[config.mk]
export PLATFORM = sky130hd
export DESIGN_NAME = branch_resolve_ctrl
export DESIGN_NICKNAME = d
export VERILOG_FILES = /design/src/rtl/branch_resolve_ctrl.sv
export SDC_FILE = /design/constraint.sdc
export NUM_CORES = 1
export LEC_CHECK = 0
export BUFFER_PORTS_ARGS = -buffer_cell sky130_fd_sc_hd__buf_2
export CAP_MARGIN = 20
export CORE_ASPECT_RATIO = 1.2
export CORE_MARGIN = 2
export CORE_UTILIZATION = 52
export DETAILED_ROUTE_END_ITERATION = 7
export PLACE_DENSITY = 0.89
export REMOVE_ABC_BUFFERS = 1
export SLEW_MARGIN = 10
export SYNTH_ARGS = -nofsm -noshare
export SYNTH_HDL_FRONTEND = slang
export SYNTH_SLANG_ARGS = --single-unit
[constraint.sdc]
create_clock -name clk_i -period 2.5 [get_ports clk_i]
set_input_delay 0 -clock clk_i [delete_from_list [all_inputs] [get_ports clk_i]]
set_output_delay 0 -clock clk_i [all_outputs]
set_load 0.02 [all_outputs]
[src/rtl/branch_resolve_ctrl.sv]
// -----------------------------------------------------------------------------
// branch_resolve_ctrl
//
// EX-stage branch resolution controller. Takes one control-flow op at a time
// from issue and drives the shared branch comparator for one cycle. It then
// checks the comparator result against the fetch prediction. A misprediction
// raises a one-cycle younger-op flush and a redirect request to fetch. The
// redirect request is held until fetch accepts it. Every resolution produces
// a result pulse plus branch/mispredict statistics.
//
// Ports
//   clk_i, rst_n_i          clock (rising edge), async active-low reset
//   ex_*                    op handshake and operands from issue
//   cmp_*_o / cmp_taken_i   shared comparator; its result is combinational
//   flush_i                 higher-priority pipeline flush (trap)
//   flush_o                 one-cycle younger-instruction flush
//   redirect_*              redirect handshake to fetch
//   res_*_o, misalign_o     resolution pulse and outcome
//   branch_cnt_o            count of resolved conditional/jump ops
//   mispred_cnt_o           count of mispredictions
//
// state       | meaning
// ------------+----------------------------------------------------------
// ST_IDLE     | ready for a new op (unless flush_i is high)
// ST_EVAL     | comparator driven from captured op; outcome computed
// ST_REDIRECT | redirect to fetch pending, waiting on redirect_ready_i
// -----------------------------------------------------------------------------
module branch_resolve_ctrl #(
    parameter logic [31:0] RESET_PC = 32'h0000_0000,
    parameter int unsigned CNT_W    = 32
) (
    input  logic             clk_i,
    input  logic             rst_n_i,
    input  logic             ex_valid_i,
    output logic             ex_ready_o,
    input  logic [31:0]      ex_pc_i,
    input  logic [4:0]       ex_cmp_op_i,
    input  logic [31:0]      ex_num1_i,
    input  logic [31:0]      ex_num2_i,
    input  logic [31:0]      ex_target_i,
    input  logic             ex_pred_taken_i,
    input  logic [31:0]      ex_pred_target_i,
    output logic [4:0]       cmp_op_o,
    output logic [31:0]      cmp_num1_o,
    output logic [31:0]      cmp_num2_o,
    input  logic             cmp_taken_i,
    input  logic             flush_i,
    output logic             flush_o,
    output logic             redirect_valid_o,
    input  logic             redirect_ready_i,
    output logic [31:0]      redirect_pc_o,
    output logic             res_valid_o,
    output logic             res_taken_o,
    output logic [31:0]      res_pc_o,
    output logic             misalign_o,
    output logic [CNT_W-1:0] branch_cnt_o,
    output logic [CNT_W-1:0] mispred_cnt_o
);

    typedef enum logic [1:0] {
        ST_IDLE     = 2'd0,
        ST_EVAL     = 2'd1,
        ST_REDIRECT = 2'd2
    } state_t;

    state_t state_q, state_d;

    // captured op; op/num registers double as the held comparator inputs
    logic [31:0] pc_q, pc_d;
    logic [4:0]  op_q, op_d;
    logic [31:0] num1_q, num1_d;
    logic [31:0] num2_q, num2_d;
    logic [31:0] target_q, target_d;
    logic        pred_taken_q, pred_taken_d;
    logic [31:0] pred_target_q, pred_target_d;

    logic             flush_q, flush_d;
    logic             redirect_valid_q, redirect_valid_d;
    logic [31:0]      redirect_pc_q, redirect_pc_d;
    logic             res_valid_q, res_valid_d;
    logic             res_taken_q, res_taken_d;
    logic [31:0]      res_pc_q, res_pc_d;
    logic             misalign_q, misalign_d;
    logic [CNT_W-1:0] branch_cnt_q, branch_cnt_d;
    logic [CNT_W-1:0] mispred_cnt_q, mispred_cnt_d;

    logic        accept;
    logic        is_branch;
    logic        taken;
    logic        mispred;
    logic        misalign;
    logic [31:0] next_pc;

    assign accept = (state_q == ST_IDLE) & ex_valid_i & ~flush_i;

    // classes 00/11 carry no control flow: comparator result is ignored
    assign is_branch = (op_q[4:3] == 2'b01) | (op_q[4:3] == 2'b10);
    assign taken     = is_branch & cmp_taken_i;
    assign next_pc   = taken ? target_q : (pc_q + 32'd4);
    assign mispred   = (taken != pred_taken_q) |
                       (taken & (target_q != pred_target_q));
    assign misalign  = taken & (target_q[1:0] != 2'b00);

    always_comb begin
        state_d          = state_q;
        pc_d             = pc_q;
        op_d             = op_q;
        num1_d           = num1_q;
        num2_d           = num2_q;
        target_d         = target_q;
        pred_taken_d     = pred_taken_q;
        pred_target_d    = pred_target_q;
        flush_d          = 1'b0;
        redirect_valid_d = redirect_valid_q;
        redirect_pc_d    = redirect_pc_q;
        res_valid_d      = 1'b0;
        res_taken_d      = res_taken_q;
        res_pc_d         = res_pc_q;
        misalign_d       = 1'b0;
        branch_cnt_d     = branch_cnt_q;
        mispred_cnt_d    = mispred_cnt_q;

        case (state_q)
            ST_IDLE: begin
                if (accept) begin
                    pc_d          = ex_pc_i;
                    op_d          = ex_cmp_op_i;
                    num1_d        = ex_num1_i;
                    num2_d        = ex_num2_i;
                    target_d      = ex_target_i;
                    pred_taken_d  = ex_pred_taken_i;
                    pred_target_d = ex_pred_target_i;
                    state_d       = ST_EVAL;
                end
            end
            ST_EVAL: begin
                res_valid_d = 1'b1;
                res_taken_d = taken;
                res_pc_d    = pc_q;
                if (is_branch) begin
                    branch_cnt_d = branch_cnt_q + CNT_W'(1);
                end
                // a misaligned taken target is reported as an exception,
                // not as a misprediction
                if (misalign) begin
                    misalign_d = 1'b1;
                    state_d    = ST_IDLE;
                end else if (mispred) begin
                    flush_d          = 1'b1;
                    redirect_valid_d = 1'b1;
                    redirect_pc_d    = next_pc;
                    mispred_cnt_d    = mispred_cnt_q + CNT_W'(1);
                    state_d          = ST_REDIRECT;
                end else begin
                    state_d = ST_IDLE;
                end
            end
            ST_REDIRECT: begin
                if (redirect_ready_i) begin
                    redirect_valid_d = 1'b0;
                    state_d          = ST_IDLE;
                end
            end
            default: begin
                state_d = ST_IDLE;
            end
        endcase

        // trap flush aborts whatever is in flight without any side effects
        if (flush_i) begin
            state_d          = ST_IDLE;
            flush_d          = 1'b0;
            redirect_valid_d = 1'b0;
            redirect_pc_d    = redirect_pc_q;
            res_valid_d      = 1'b0;
            res_taken_d      = res_taken_q;
            res_pc_d         = res_pc_q;
            misalign_d       = 1'b0;
            branch_cnt_d     = branch_cnt_q;
            mispred_cnt_d    = mispred_cnt_q;
        end
    end

    always_ff @(posedge clk_i or negedge rst_n_i) begin
        if (!rst_n_i) begin
            state_q          <= ST_IDLE;
            pc_q             <= 32'd0;
            op_q             <= 5'd0;
            num1_q           <= 32'd0;
            num2_q           <= 32'd0;
            target_q         <= 32'd0;
            pred_taken_q     <= 1'b0;
            pred_target_q    <= 32'd0;
            flush_q          <= 1'b0;
            redirect_valid_q <= 1'b0;
            redirect_pc_q    <= RESET_PC;
            res_valid_q      <= 1'b0;
            res_taken_q      <= 1'b0;
            res_pc_q         <= RESET_PC;
            misalign_q       <= 1'b0;
            branch_cnt_q     <= '0;
            mispred_cnt_q    <= '0;
        end else begin
            state_q          <= state_d;
            pc_q             <= pc_d;
            op_q             <= op_d;
            num1_q           <= num1_d;
            num2_q           <= num2_d;
            target_q         <= target_d;
            pred_taken_q     <= pred_taken_d;
            pred_target_q    <= pred_target_d;
            flush_q          <= flush_d;
            redirect_valid_q <= redirect_valid_d;
            redirect_pc_q    <= redirect_pc_d;
            res_valid_q      <= res_valid_d;
            res_taken_q      <= res_taken_d;
            res_pc_q         <= res_pc_d;
            misalign_q       <= misalign_d;
            branch_cnt_q     <= branch_cnt_d;
            mispred_cnt_q    <= mispred_cnt_d;
        end
    end

    assign ex_ready_o       = (state_q == ST_IDLE) & ~flush_i;
    assign cmp_op_o         = op_q;
    assign cmp_num1_o       = num1_q;
    assign cmp_num2_o       = num2_q;
    assign flush_o          = flush_q;
    assign redirect_valid_o = redirect_valid_q;
    assign redirect_pc_o    = redirect_pc_q;
    assign res_valid_o      = res_valid_q;
    assign res_taken_o      = res_taken_q;
    assign res_pc_o         = res_pc_q;
    assign misalign_o       = misalign_q;
    assign branch_cnt_o     = branch_cnt_q;
    assign mispred_cnt_o    = mispred_cnt_q;

endmodule

==> run summary <==
Clock skew after layout: 0.02114 ns
Startpoint of the lowest-slack hold path: ex_valid_i
Cell depth of the worst setup path: 7
Count of final hold-check violations: 0
Worst reg-to-reg path cell count: 7
Most frequent standard cell in the layout excluding fill and tap cells: buf_2
Number of antenna violations at the first check in global routing: 1
Fraction of final layout cells sized beyond drive strength 1: 41.48%
Cell chain of the critical path: xor2_1 -> nor4_2 -> nand4_1 -> nor4_4 -> or2_2 -> buf_12 -> mux2_2
Total GRT Usage: 30.60%
Cell Area, Synth: 0.01295 mm²
Standard-cell row count: 63
Clock sink count: 301
Slew Limit Headroom: 55.28%
ANT nets after route: 0
Chip Height: 176.9 µm
Count of port buffers added during placement: 374
Maximum cell stage delay along the critical path: 0.42 ns
Endpoint type of the worst setup path: register
Worst reg2reg startpoint: target_q[22]
DRC Markers: 0
Synthesized-area fraction occupied by and/or/nand/nor cells: 12.34%
Max Cap Viol: 0
Fraction of registers with async set/reset: 100.0%
Clock-pin transition on the worst setup and hold timing paths: 0.07 ns
Inserted Clock Buffers: 30
Critical Path Fanout Max: 22
Static leakage power: 8.749 nW
Placement-stage worst setup slack: 0.08203 ns
Type of the setup path with the least slack: register to register
Number of enable flip-flop cells after synthesis: 0
Number of nets in the final layout: 1,776
Clock insertion delay at the later pin of the skew report: 0.56 ns
Outcome: finished, final reports clean
Via density per instance: 5.488
Required @ worst endpoint: 2.93 ns
Average size of a mapped cell: 12.44 µm²
Min-delay worst type: primary input to register
Transition time at the pin with the least slew margin: 0.6707 ns
Ports: 375
Post-layout utilization of the core: 74.09%
Slack of the worst reg-to-reg path: 0.07 ns
Final worst path period need: 2.425 ns
Number of instances on the worst hold path: 3
Most instantiated flip-flop cell in the synthesis netlist: dfrtp_1
Flip-flop and latch count after synthesis: 301
Post-Synthesis Cells: 1,041
Detailed Route WL: 40,610 µm
Setup repair after global routing missed its margin: false
Xor and xnor fraction of the mapped netlist area: 8.446%
Largest net degree at the start of global routing: 86
Count of yosys warnings during synthesis: 0
Clock tree from TritonCTS: yes
Total vias in the final route: 10,710
Die footprint: 0.02618 mm²
Post-DP HPWL: 25,740 µm
Worst Path Buf+Inv: 1
Synthesized-area fraction occupied by ao, oa, aoi and oai cells: 1.633%
H-tree levels: 1
Share of the clock period used by the worst path: 97.01%
Initial DRC Count: 463
Final setup vio count: 0
Critical R2R Capture: redirect_pc_o[11]
P&R area growth vs syn: 40.74%
Final Total Pwr: 16.23 mW
Maximum buffer depth of the clock tree: 3
Fmax: 0.4123 GHz
Dominant combinational cell family by area after synthesis: multiplexers
CP max stage cell: dfrtp_1
Proportion of synthesized area in mux cells: 17.22%
Netlist cell types: 42
Seq/Total Area, Yosys: 58.18%
Top library cells by usage in the layout, fill and taps aside: buf_2 (373), dfrtp_1 (301), mux2_2 (197)
Least setup slack across all paths after layout: 0.07470 ns
Drt first pass iters: 7
Routability cong.: 0.8453
Root buffer cell: clkbuf_16
# Post-CTS Setup Buffers: 0
Count of final max-slew check failures: 0
Gr ovfl total: 0
WL/cell: 20.81 µm
Post-synthesis share of cell area spent on full adders, half adders and majority gates: 0.2899%
First-pass GRT wire length: 62,490 µm
Category of cells accounting for the largest share of critical-path delay: simple AND/OR/NAND/NOR gates
Placeable core region: 0.02459 mm²
Fill cell total of the finished layout: 1,547
Initial core utilization: 52.65%
Startpoint kind of the worst setup timing path: register
Endpoint arrival time on the critical path: 2.85 ns
Max IR drop VDD: 660.5 µV
Via count of the first global-routing pass: 11,480
Die W: 148.0 µm
Pwr dens: 890.6 mW/mm²
Hold worst-path end: target_q[9]
==> worst max-delay path by stage <==
stage	startpoint	end	slack, ns
floorplan	state_q[1]	cmp_num1_o[0]	-3.04
global placement	target_q[16]	redirect_pc_o[25]	0.14
detailed placement	target_q[16]	redirect_pc_o[6]	0.08
CTS	target_q[22]	redirect_pc_o[17]	0.01
global route	target_q[24]	redirect_pc_o[11]	0.01
finish	target_q[22]	redirect_pc_o[11]	0.07
==> power by group <==
part | switching [mW] | leakage [nW] | total, mW | internal [mW]
Clock | 1.94 | 0.547 | 5.06 | 3.12
Sequential | 0.862 | 3.70 | 6.78 | 5.92
Combinational | 2.52 | 4.50 | 4.39 | 1.87
==> synthesized netlist by cell type (all sizes together), types with 19 or more instances <==
library cell,instances,share of area [%]
dfrtp,301,58
mux2,198,17
nand2,132,3.8
xor2,69,4.7
xnor2,55,3.8
nor2,40,1.2
nand3,35,1.4
clkbuf,32,0.94
nor4,30,1.7
a21oi,29,1.1
nor3,21,0.81
nand4,19,0.92
==> repair_timing <==
| action | CTS | global route |
|---|---|---|
| setup endpoints to repair | 0 | 32 |
| hold endpoints to repair | 371 | 0 |
| hold buffers | 169 | 0 |
| resized for setup | 0 | 5 |
==> stage by stage <==
step	cell area [µm²]	hold slack, ns	setup TNS [ns]	cells
after floorplan	12750	-0.2956	-578.26	995
after global placement	15380	0.05293	0	1725
after CTS	18190	0.0008472	0	1950
after detailed placement	15380	0.05710	0	1725
final	18220	0.02626	0	1951
after global routing	18220	0.03048	0	1951
==> area by class of cell <==
class	count	area, µm²	area share (%)
clock inverters	11	207.7	1.140
multi-input cells	682	5214	28.61
clock buffers	45	908.4	4.985
repair buffers	574	3906	21.44
well taps	325	406.6	2.232
flip-flops and latches	301	7532	41.33
diodes	1	2.502	0.01373
inverters	12	45.04	0.2472
==> kinds of logic after synthesis <==
logic type	Yosys count
flip-flops	301
buffers and inverters	58
XOR/XNOR	124
AND/OR/NAND/NOR	316
multiplexers	198
AO/OA/AOI/OAI	41
adder cells (fa/ha/maj)	3
==> flip-flops by register name (all words and copies together) (netlist names), 2 cells and up <==
register	count
pc_q	32
branch_cnt_o	32
state_q	2
target_q	32
cmp_num1_o	32
mispred_cnt_o	32
cmp_num2_o	32
redirect_pc_o	32
pred_target_q	32
cmp_op_o	5
res_pc_o	32
==> tightest hold or removal path: cells and delay by family <==
family                 cells  cell delay (ns)
multiplexers               1             0.24
AND/OR/NAND/NOR            1             0.21
buffers and inverters      1             0.09
==> metal layers <==
layer | share of wire, % | vias up | GRT usage (%)
li1 | - | 4709 | -
met1 | 36 | 5303 | 35.19
met2 | 50 | 550 | 53.72
met3 | 7.6 | 145 | 6.392
met4 | 5.8 | 0 | 16.11
met5 | 0 | - | 0
(Power assumes the default switching activity.)
